--- config.mk ---
export PLATFORM = sky130hd
export DESIGN_NAME = truth_table_engine
export DESIGN_NICKNAME = d
export VERILOG_FILES = /design/src/rtl/truth_table_engine.sv
export SDC_FILE = /design/constraint.sdc
export NUM_CORES = 1
export LEC_CHECK = 0
export ABC_CLOCK_PERIOD_IN_PS = 4300
export CAP_MARGIN = 30
export CORE_AREA = 5 5 54 56
export CTS_CLUSTER_DIAMETER = 150
export DETAILED_ROUTE_END_ITERATION = 16
export DIE_AREA = 0 0 59 61
export GPL_ROUTABILITY_DRIVEN = 0
export PLACE_DENSITY = 0.68
export REMOVE_ABC_BUFFERS = 1
export SLEW_MARGIN = 20
export SYNTH_ARGS = -nofsm -noshare
export SYNTH_HDL_FRONTEND = slang
export SYNTH_SLANG_ARGS = --single-unit
--- constraint.sdc ---
create_clock -name clk_i -period 4.3 [get_ports clk_i]
set_input_delay 0.43 -clock clk_i [delete_from_list [all_inputs] [get_ports clk_i]]
set_output_delay 0.43 -clock clk_i [all_outputs]
set_load 0.05 [all_outputs]
--- src/rtl/truth_table_engine.sv ---
// truth_table_engine: programmable N_IN-input Boolean function unit.
// A 2^N_IN-bit truth table is shifted in serially (index 0 first) and input
// vectors are then looked up through a one-deep registered valid/ready stage.
// Optional feature macro: TTE_SWEEP_EN adds an internal 0..TT_W-1 sweep.
module truth_table_engine #(
  parameter int unsigned N_IN = 3
) (
  input  logic            clk_i,
  input  logic            rst_i,
  input  logic            cfg_valid_i,
  input  logic            cfg_bit_i,
  output logic            cfg_ready_o,
  output logic            cfg_done_o,
  input  logic            in_valid_i,
  input  logic [N_IN-1:0] in_data_i,
  output logic            in_ready_o,
  output logic            out_valid_o,
  output logic            out_data_o,
  input  logic            out_ready_i,
  output logic            programmed_o
`ifdef TTE_SWEEP_EN
  ,
  input  logic            sweep_start_i,
  output logic            sweep_active_o,
  output logic            out_last_o
`endif
);

  localparam int unsigned TT_W  = 1 << N_IN;
  localparam int unsigned CNT_W = (TT_W > 2) ? $clog2(TT_W) : 1;

  typedef enum logic [1:0] {
    S_IDLE = 2'd0,
    S_LOAD = 2'd1,
    S_RUN  = 2'd2
  } state_e;

  state_e           state_q;
  logic [TT_W-1:0]  table_q;
  logic [TT_W-1:0]  shadow_q;
  logic [TT_W-1:0]  shadow_d;
  logic [CNT_W-1:0] cnt_q;
  logic             cfg_done_q;
  logic             out_valid_q;
  logic             out_data_q;
  logic             programmed_q;

  logic             cfg_fire;
  logic             in_fire;
  logic             cnt_last;
  logic             sweep_busy;
  logic             sweep_feed;
  logic             sweep_bit;

  // Handshake readiness; input vectors win over configuration in RUN
  always_comb begin
    cfg_ready_o = 1'b0;
    in_ready_o  = 1'b0;
    case (state_q)
      S_IDLE, S_LOAD: cfg_ready_o = 1'b1;
      S_RUN: begin
        in_ready_o  = (!out_valid_q || out_ready_i) && !sweep_busy;
        cfg_ready_o = !out_valid_q && !in_valid_i && !sweep_busy;
      end
      default: begin
        cfg_ready_o = 1'b0;
        in_ready_o  = 1'b0;
      end
    endcase
  end

  assign cfg_fire = cfg_valid_i && cfg_ready_o;
  assign in_fire  = in_valid_i && in_ready_o;
  assign cnt_last = (cnt_q == CNT_W'(TT_W - 1));
  // Right shift so the first bit received lands at index 0 after TT_W shifts
  assign shadow_d = {cfg_bit_i, shadow_q[TT_W-1:1]};

  // Control FSM, table commit and registered output stage
  always_ff @(posedge clk_i or posedge rst_i) begin
    if (rst_i) begin
      state_q      <= S_IDLE;
      table_q      <= '0;
      shadow_q     <= '0;
      cnt_q        <= '0;
      cfg_done_q   <= 1'b0;
      out_valid_q  <= 1'b0;
      out_data_q   <= 1'b0;
      programmed_q <= 1'b0;
    end else begin
      cfg_done_q <= 1'b0;
      if (cfg_fire) begin
        shadow_q <= shadow_d;
        if (cnt_last) begin
          table_q      <= shadow_d;
          cnt_q        <= '0;
          cfg_done_q   <= 1'b1;
          programmed_q <= 1'b1;
          state_q      <= S_RUN;
        end else begin
          cnt_q   <= cnt_q + CNT_W'(1);
          state_q <= S_LOAD;
        end
      end
      if (in_fire) begin
        out_valid_q <= 1'b1;
        out_data_q  <= table_q[in_data_i];
      end else if (sweep_feed) begin
        out_valid_q <= 1'b1;
        out_data_q  <= sweep_bit;
      end else if (out_ready_i) begin
        out_valid_q <= 1'b0;
      end
    end
  end

`ifdef TTE_SWEEP_EN
  localparam int unsigned SW_W = N_IN + 1;

  logic            sweep_active_q;
  logic            out_last_q;
  logic [SW_W-1:0] sweep_idx_q;
  logic            sweep_go;

  // Index MSB set means every entry has been issued; only the drain remains
  assign sweep_busy = sweep_active_q;
  assign sweep_go   = sweep_start_i && (state_q == S_RUN) && !out_valid_q &&
                      !sweep_active_q && !in_fire && !cfg_fire;
  assign sweep_feed = sweep_active_q && !sweep_idx_q[N_IN] &&
                      (!out_valid_q || out_ready_i);
  assign sweep_bit  = table_q[sweep_idx_q[N_IN-1:0]];

  // Sweep sequencing: issue 0..TT_W-1, retire once the last result is taken
  always_ff @(posedge clk_i or posedge rst_i) begin
    if (rst_i) begin
      sweep_active_q <= 1'b0;
      sweep_idx_q    <= '0;
      out_last_q     <= 1'b0;
    end else begin
      if (sweep_go) begin
        sweep_active_q <= 1'b1;
        sweep_idx_q    <= '0;
      end else if (sweep_feed) begin
        sweep_idx_q <= sweep_idx_q + SW_W'(1);
      end else if (sweep_active_q && out_valid_q && out_ready_i && out_last_q) begin
        sweep_active_q <= 1'b0;
      end
      if (sweep_feed) begin
        out_last_q <= &sweep_idx_q[N_IN-1:0];
      end else if (out_ready_i) begin
        out_last_q <= 1'b0;
      end
    end
  end

  assign sweep_active_o = sweep_active_q;
  assign out_last_o     = out_last_q;
`else
  assign sweep_busy = 1'b0;
  assign sweep_feed = 1'b0;
  assign sweep_bit  = 1'b0;
`endif

  assign cfg_done_o   = cfg_done_q;
  assign out_valid_o  = out_valid_q;
  assign out_data_o   = out_data_q;
  assign programmed_o = programmed_q;

endmodule

Word level (Yosys, flattened, before mapping)
Index checks and enable logic that the tools add are counted.
Widths: inputs -> output; s select.
{"block": "word_totals", "latch_bits": 0, "mem_count": 0, "mem_bits_rw": 0, "regBits": 25, "rom_bits": 0, "out_inout_bits": 6}
{"block": "op_classes", "n_lt_le_gt_ge": 1, "reduce_logical": 10, "bitwise": 0, "div": 0, "n_mul": 0, "add_sub_neg": 1, "n_eq_ne": 3, "shifts": 0, "n_mux": 10}
{"operator": "$mux 1", "n": 6}
{"operator": "$lt 3x4->1 const B", "n": 1}
{"operator": "$add 3x1->3 const B", "n": 1}
{"operator": "$bmux 1 s3", "n": 1}
{"operator": "$eq 3x3->1 const B", "n": 1}
{"operator": "$logic_and 1x1->1", "n": 3}
{"operator": "$mux 3", "n": 1}
{"operator": "$eq 2x1->1 const B", "n": 1}
{"operator": "$eq 2x2->1 const B", "n": 1}
{"operator": "$logic_not 1->1", "n": 2}
{"operator": "$logic_not 2->1", "n": 1}
{"operator": "$mux 2", "n": 1}
{"operator": "$pmux 1 s2", "n": 1}
{"operator": "$reduce_and 2->1", "n": 1}
{"operator": "$reduce_bool 2->1", "n": 1}
{"operator": "$reduce_or 2->1", "n": 1}
{"operator": "$logic_or 1x1->1", "n": 1}

Depth between registers and ports, before layout
Gate-level depths: netlist (run 1).
{"block": "logic_depth", "depth_word": 5, "depth_mapped": 5, "ltp_nobuf": 4}

Worst setup path before layout (run 1)
No wires, ideal clock.
{"block": "synth_timing", "path_type": "reg2reg", "startpoint": "register out_valid_q, in the netlist out_valid_o", "endpoint": "register table_q[0]", "setup_slack_ns": 2.297, "setup_ns": 0.125, "required_time_ns": 4.175, "arrival_time_ns": 1.878, "n_path_buf": 1, "stages_incl_launch_ff": 5, "synth_period_minus_slack_ns": 2.003, "cell_sequence": "dfrtp_1 -> o31ai_4 -> nand3_2 -> buf_6 -> mux2_4"}
{"block": "synth_between", "elab_chain_cells": 5}
{"element": "from (decl)", "line": "44", "rtl": "logic out_valid_q;"}
{"element": "from (signal assigned)", "line": "86", "rtl": "out_valid_q <= 1'b0;"}
{"element": "from (signal assigned)", "line": "105", "rtl": "out_valid_q <= 1'b1;"}
{"element": "from (signal assigned)", "line": "108", "rtl": "out_valid_q <= 1'b1;"}
{"element": "$logic_not 1->1", "line": "63", "rtl": "cfg_ready_o = !out_valid_q && !in_valid_i && !sweep_busy;"}
{"element": "$logic_and 1x1->1", "line": "63"}
{"element": "$pmux 1 s2", "line": "59", "rtl": "case (state_q)"}
{"element": "net cfg_ready_o", "line": "12", "rtl": "output logic cfg_ready_o,"}
{"element": "$logic_and 1x1->1", "line": "72", "rtl": "assign cfg_fire = cfg_valid_i && cfg_ready_o;"}
{"element": "$reduce_and 2->1 (no line)"}
{"element": "to (signal assigned)", "line": "94", "rtl": "table_q <= shadow_d;"}
{"element": "to (decl)", "line": "39", "rtl": "logic [TT_W-1:0] table_q;"}
The timed path passes the listed nets, and every way through them passes these cells.
A chain may end at the register's enable or synchronous reset.

Final worst setup path (run 1)
{"block": "layout_timing", "startpoint": "input in_valid_i", "endpoint": "output cfg_ready_o"}
{"block": "layout_between", "elab_chain_cells": 3}
{"element": "from (decl)", "line": "14", "rtl": "input logic in_valid_i,"}
{"element": "$logic_not 1->1", "line": "63"}
{"element": "$logic_and 1x1->1", "line": "63"}
{"element": "$pmux 1 s2", "line": "59"}
{"element": "to (decl)", "line": "12"}
No other way between the ends.

==> results of run 1 <==
==> worst paths after layout <==
| check | from | endpoint | slack, ps | cells after the start |
|---|---|---|---|---|
| worst max register to register | out_valid_o$_DFFE_PP0P_ | table_q[4]$_DFFE_PP0P_ | 2670 | 3 |
| worst min register to register | programmed_o$_DFFE_PP0P_ | programmed_o$_DFFE_PP0P_ | 480 | 1 |
| min in group clk_i | programmed_o$_DFFE_PP0P_ | programmed_o$_DFFE_PP0P_ | 480 | 1 |
| worst min-delay path | rst_i | cfg_done_o$_DFF_PP0_ | 300 | 2 |
| worst max-delay path | in_valid_i | cfg_ready_o | 1810 | 3 |
| max in group asynchronous | rst_i | table_q[4]$_DFFE_PP0P_ | 3630 | 3 |
==> placed cells by master, fill, tap and decap left out <==
master,count
nand2b_1,1
or2b_1,1
mux2_4,7
clkdlybuf4s50_1,14
and3_1,1
a21boi_0,1
ha_1,2
nor2_1,2
nand3_2,1
nor2b_1,1
nand2_2,1
nand4_1,1
dfrtp_1,24
inv_1,5
buf_8,1
clkbuf_8,1
mux2_2,11
clkbuf_4,3
mux4_2,1
mux2i_1,5
a31oi_1,1
nand2_1,1
o31ai_4,1
==> sequential cells by signal, indices dropped and copies added, names as in the netlist <==
register / cells
out_valid_o: 1
out_data_o: 1
shadow_q: 7
cfg_done_o: 1
table_q: 8
programmed_o: 1
cnt_q: 3
state_q: 2
==> cell usage after synthesis, drive strengths merged <==
| cell type | count |
|---|---|
| ha | 2 |
| a21boi | 1 |
| nand2 | 2 |
| clkbuf | 1 |
| and3 | 1 |
| or2b | 1 |
| a31oi | 1 |
| buf | 2 |
| mux2i | 5 |
| nor2b | 1 |
| nand4 | 1 |
| dfrtp | 24 |
| o31ai | 1 |
| mux4 | 1 |
| nand2b | 1 |
| nor2 | 2 |
| mux2 | 18 |
| inv | 5 |
| nand3 | 1 |
==> layer usage <==
layer	share of wire	vias to the layer above
met1	0.45	305
li1	-	278
met2	0.50	11
met3	0.047	2
met5	0	-
met4	0.010	0
==> area by class of cell <==
class | instances | area, um2 | share of cell area
Sequential cell | 24 | 600.6 | 0.4729
Multi-Input combinational cell | 39 | 421.7 | 0.3320
Timing Repair Buffer | 15 | 155.1 | 0.1222
Tap cell | 30 | 37.54 | 0.02956
Clock buffer | 4 | 36.28 | 0.02857
Inverter | 5 | 18.77 | 0.01478
==> kinds of logic after synthesis <==
kind of cell	after synthesis	share of synthesized area
muxes	24	0.2822
DFF	24	0.5621
and+or+nand+nor	10	0.05623
buffers and inverters	8	0.04332
AOI/OAI and AO/OA	3	0.03279
adders and majority gates	2	0.02342
==> stage by stage <==
step                cell area [um2]  utilization  instances  hold slack [ps]  setup slack, ps
floorplan                      1041            -         68            444.6             2190
global placement               1219       0.5105        112            447.2             1860
detailed placement             1219       0.5105        112            451.6             1813
CTS                            1255       0.5257        116            481.8             1804
global route                   1270       0.5320        117            307.5             1765
finish                         1270       0.5320        117            296.2             1807
==> report_power, final <==
part	internal, uW	switching (uW)
Sequential	304	54.6
Combinational	138	126
Clock	51.7	66.1
==> flow_summary_export.csv, run 1 <==
group,metric,value,unit
grt,track_usage,0.1209,
power_and_ir_drop,total_power,740.6,uW
grt,grtUsageMet3,0.02766,
synthesis,yosysUniqueCellTypes,21,
route,via_per_inst,5.094,
layout,fillerInstances,220,
synthesis,syn_inst,71,
grt,grt_overflow,0,
sta,finalCriticalPeriod,2493,ps
sta,max-slew-margin-rel,0.6642,
sta,skew,13.13,ps
route,drtIter0Drc,22,
sta,fmax,401.1,MHz
grt,grt_max_degree,25,
sta,maxSlewViolCount,0,
route,vias,596,
critical_path,path_class,"in2out",
clocking,clkSinkCount,24,
clocking,clk_pin_slew_worst_paths,120,ps
route,detail-route-antenna-nets,0,
critical_path,cp.required,3870,ps
clocking,cts_root_buf,"clkbuf_4",
sta,tns,0,ps
flow_run,maxCapViolCount,0,
clocking,clock_latency,310,ps
hold_path,hp-class,"in2async",
sta,rsz0062_at_grt,"false",
die,fp.dieH,61,um
clocking,clockBufferDepth,2,
synthesis,synth.yosys.seq_area_share,0.5621,
grt,grtUsageMet1,0.1456,
synthesis,yosys.area.top_type,"dfrtp_1",
route,routedWlPerCell,14.99,um
power_and_ir_drop,power_density,583.2,mW/mm2
power_and_ir_drop,p_leak,0.0006324,uW
placed_design,io_buffers,14,
placed_design,dp_hpwl,1236,um
die,core,0.002387,mm2
grt,grt_pass1_wl,3263,um
sta,setup_viol,0,
clocking,post_cts_buffers,0,
status,status,"completed",
critical_path,crit_buf_inv,2,
route,routed_wl,1754,um
grt,antenna_found_initial,0,
sta,hold_viol,0,
layout,n_antenna_cell,0,
die,die-area,0.003599,mm2
sta,fin_crit_sh,0.5798,
sta,worst_pin_slew,502.1,ps
critical_path,slowest_stage,"clkdlybuf4s50_1",
critical_path,crit_family,"buffers and inverters",
layout,final_nets,99,
synthesis,synth.top_cells.by_area,"dfrtp_1 56%, mux2_2 12%, mux2_4 9.8%",
synthesis,ys_ff_latch,24,
grt,grt_util_met2,0.2050,
grt,busiest_layer,"met2",
route,dr.pass1.iters,2,
die,io_pins,15,
critical_path,cp_slowest_stage_delay,870,ps
grt,grt_pass1_vias,704,
critical_path,crit_path_max_fanout,4,
layout,drive_gt1_frac,0.3103,
power_and_ir_drop,peakVddDrop,0.3230,mV
clocking,ctsResizeCount,0,
synthesis,synth_top_area_share,0.5621,
synthesis,syn_area_per_cell,15.05,um2
synthesis,netlist_area,0.001069,mm2
layout,syn2layout_area_growth,18.85,%
route,drc_errors,0,
clocking,cts_max_level,1,
synthesis,yosysWarnings,0,
die,core.rowCount,18,
clocking,holdBufCountCts,0,
die,dieWidth,59,um
clocking,cts_made_buffers,3,
critical_path,crit_path_start_kind,"primary input",
clocking,cts_tree,"yes",
critical_path,arrival,2060,ps
critical_path,cp-end-kind,"primary output",
die,start_util,0.4476,
critical_path,cp_common_cell,"clkdlybuf4s50_1",
critical_path,path_cells,"clkdlybuf4s50_1 > o31ai_4 > clkdlybuf4s50_1",
(Power assumes the default switching activity.)
==> run 2, diff against run 1 <==
--- a/config.mk
+++ b/config.mk
@@ -5,7 +5,7 @@
 export SDC_FILE = /design/constraint.sdc
 export NUM_CORES = 1
 export LEC_CHECK = 0
-export ABC_CLOCK_PERIOD_IN_PS = 4300
+export ABC_CLOCK_PERIOD_IN_PS = 2550
 export CAP_MARGIN = 30
 export CORE_AREA = 5 5 54 56
 export CTS_CLUSTER_DIAMETER = 150
==> constraint.sdc (replaced) <==
create_clock -name clk_i -period 2.55 [get_ports clk_i]
set_input_delay 0.255 -clock clk_i [delete_from_list [all_inputs] [get_ports clk_i]]
set_output_delay 0.255 -clock clk_i [all_outputs]
set_load 0.05 [all_outputs]
==> flow_summary_export.csv, run 2 (synthesis results as in run 1) <==
group,metric,value,unit
clocking,ctsResizeCount,0,
sta,finalCriticalPeriod,2195,ps
power_and_ir_drop,swShare,0.3253,
power_and_ir_drop,p_int,832.4,uW
clocking,post_cts_buffers,0,
clocking,cts_tree,"yes",
sta,max-slew-margin-rel,0.6678,
layout,syn2layout_area_growth,18.15,%
critical_path,path_class,"reg2out",
power_and_ir_drop,total_power,1234,uW
critical_path,crit_buf_inv,1,
die,dieWidth,59,um
clocking,clk_pin_slew_worst_paths,120,ps
critical_path,path_cells,"o31ai_4 > clkdlybuf4s50_1",
route,routed_wl,1575,um
power_and_ir_drop,peakVddDrop,0.4659,mV
layout,final_common_cell,"dfrtp_1",
grt,antenna_found_initial,0,
sta,maxSlewViolCount,0,
sta,worst_pin_slew,496.8,ps
power_and_ir_drop,switching_power,401.3,uW
placed_design,io_buffers,14,
sta,tns,0,ps
critical_path,slowest_stage,"clkdlybuf4s50_1",
power_and_ir_drop,seqPwrFrac,0.485,
critical_path,regToRegSetupSlack,960,ps
die,core,0.002387,mm2
flow_run,maxCapViolCount,0,
sta,fmax,455.6,MHz
grt,grt_pass1_vias,664,
power_and_ir_drop,power_density,977.2,mW/mm2
grt,track_usage,0.1097,
status,status,"completed",
clocking,clkSinkCount,24,
placed_design,dp_hpwl,1160,um
die,core.rowCount,18,
layout,final_nets,99,
route,dr.pass1.iters,2,
layout,reg_top3,"table_q: 8 flops, shadow_q: 7 flops, cnt_q: 3 flops",
grt,grt_pass1_wl,2863,um
die,die-area,0.003599,mm2
layout,final_cell_mix,"24 x dfrtp_1, 14 x clkdlybuf4s50_1, 11 x mux2_2",
critical_path,cp-end-kind,"primary output",
route,detail-route-antenna-nets,0,
hold_path,hp-class,"in2async",
sta,rsz0062_at_grt,"false",
grt,grt_overflow,0,
critical_path,crit_path_start_kind,"register",
critical_path,cp_slowest_stage_delay,860,ps
die,fp.dieH,61,um
layout,largest_reg_flops,8,
route,drc_errors,0,
critical_path,arrival,1940,ps
sta,setup_viol,0,
clocking,clockBufferDepth,2,
clocking,cts_made_buffers,3,
power_and_ir_drop,p_leak,0.0006298,uW
critical_path,crit_path_max_fanout,4,
route,routedWlPerCell,13.46,um
route,via_per_inst,5.043,
clocking,clock_latency,310,ps
critical_path,r2r_end,"table_q[6]$_DFFE_PP0P_",
placed_design,place_inst,113,
sta,skew,1.534,ps
die,start_util,0.4476,
power_and_ir_drop,clkPwrFrac,0.159,
critical_path,crit_family,"buffers and inverters",
route,drtIter0Drc,19,
clocking,holdBufCountCts,0,
clocking,cts_max_level,1,
critical_path,cp.required,2300,ps
die,io_pins,15,
layout,largest_register,"table_q",
power_and_ir_drop,pwr-share-comb,0.356,
layout,n_antenna_cell,0,
route,vias,590,
sta,hold_viol,0,
grt,grt_max_degree,25,
sta,fin_crit_sh,0.8607,
critical_path,reg2reg_from,"cnt_q[0]$_DFFE_PP0P_",
critical_path,worstRegToRegCells,4,
layout,drive_gt1_frac,0.3103,
clocking,cts_root_buf,"clkbuf_4",
layout,fin_cells,117,
run 2: power by group through the flow:
stage	Clock, uW	Sequential (uW)	Combinational (uW)
floorplan	0	646	280
global placement	0	605	433
detailed placement	0	609	448
CTS	209	601	448
global route	221	621	480
finish	196	599	439
run 2: worst min-delay path: stages:
cell             delay, ps
clkdlybuf4s50_1        390
inv_1                   50
buf_4                  280
run 2: layout make-up:
type | instances | area [um2]
Fill cell | 235 | 1125
Sequential cell | 24 | 600.6
Multi-Input combinational cell | 39 | 421.7
Timing Repair Buffer | 15 | 147.6
Tap cell | 30 | 37.54
Clock buffer | 4 | 36.28
Inverter | 5 | 18.77
run 2: worst max-delay path by stage:
stage | start | end | slack (ps) | cells past startpoint
5_1_grt | out_valid_o$_DFFE_PP0P_ | cfg_ready_o | 260 | 2
3_5_place_dp | in_valid_i | cfg_ready_o | 430 | 3
4_1_cts | state_q[0]$_DFFE_PP0P_ | cfg_ready_o | 330 | 2
2_1_floorplan | out_valid_o$_DFFE_PP0P_ | table_q[0]$_DFFE_PP0P_ | 440 | 3
6_report | state_q[0]$_DFFE_PP0P_ | cfg_ready_o | 360 | 2
3_3_place_gp | in_valid_i | cfg_ready_o | 460 | 3
run 2: metrics by stage:
stage                     area (um2)  setup WS (ps)  hold WS, ps  utilization
after floorplan                 1041          440.4        269.6            -
after global routing            1262          263.9        285.2       0.5288
after global placement          1226          459.7        447.6       0.5136
final                           1262          355.2        262.3       0.5288
after CTS                       1262          326.7        259.6       0.5288
after detailed placement        1226          426.1        451.3       0.5136
run 2: per-layer routing:
layer	vias up	track usage	wire, um
met5	-	0	0
met2	13	0.1782	764
met4	0	0.07767	37
met1	293	0.1269	686
met3	4	0.02766	87
li1	280	-	-
==> run 3, diff against run 2 <==
--- a/config.mk
+++ b/config.mk
@@ -5,7 +5,6 @@
 export SDC_FILE = /design/constraint.sdc
 export NUM_CORES = 1
 export LEC_CHECK = 0
-export ABC_CLOCK_PERIOD_IN_PS = 2550
 export CAP_MARGIN = 30
 export CORE_AREA = 5 5 54 56
 export CTS_CLUSTER_DIAMETER = 150
==> results of run 3 <==
Final layout, timing and power as in run 2 (identical DEF).
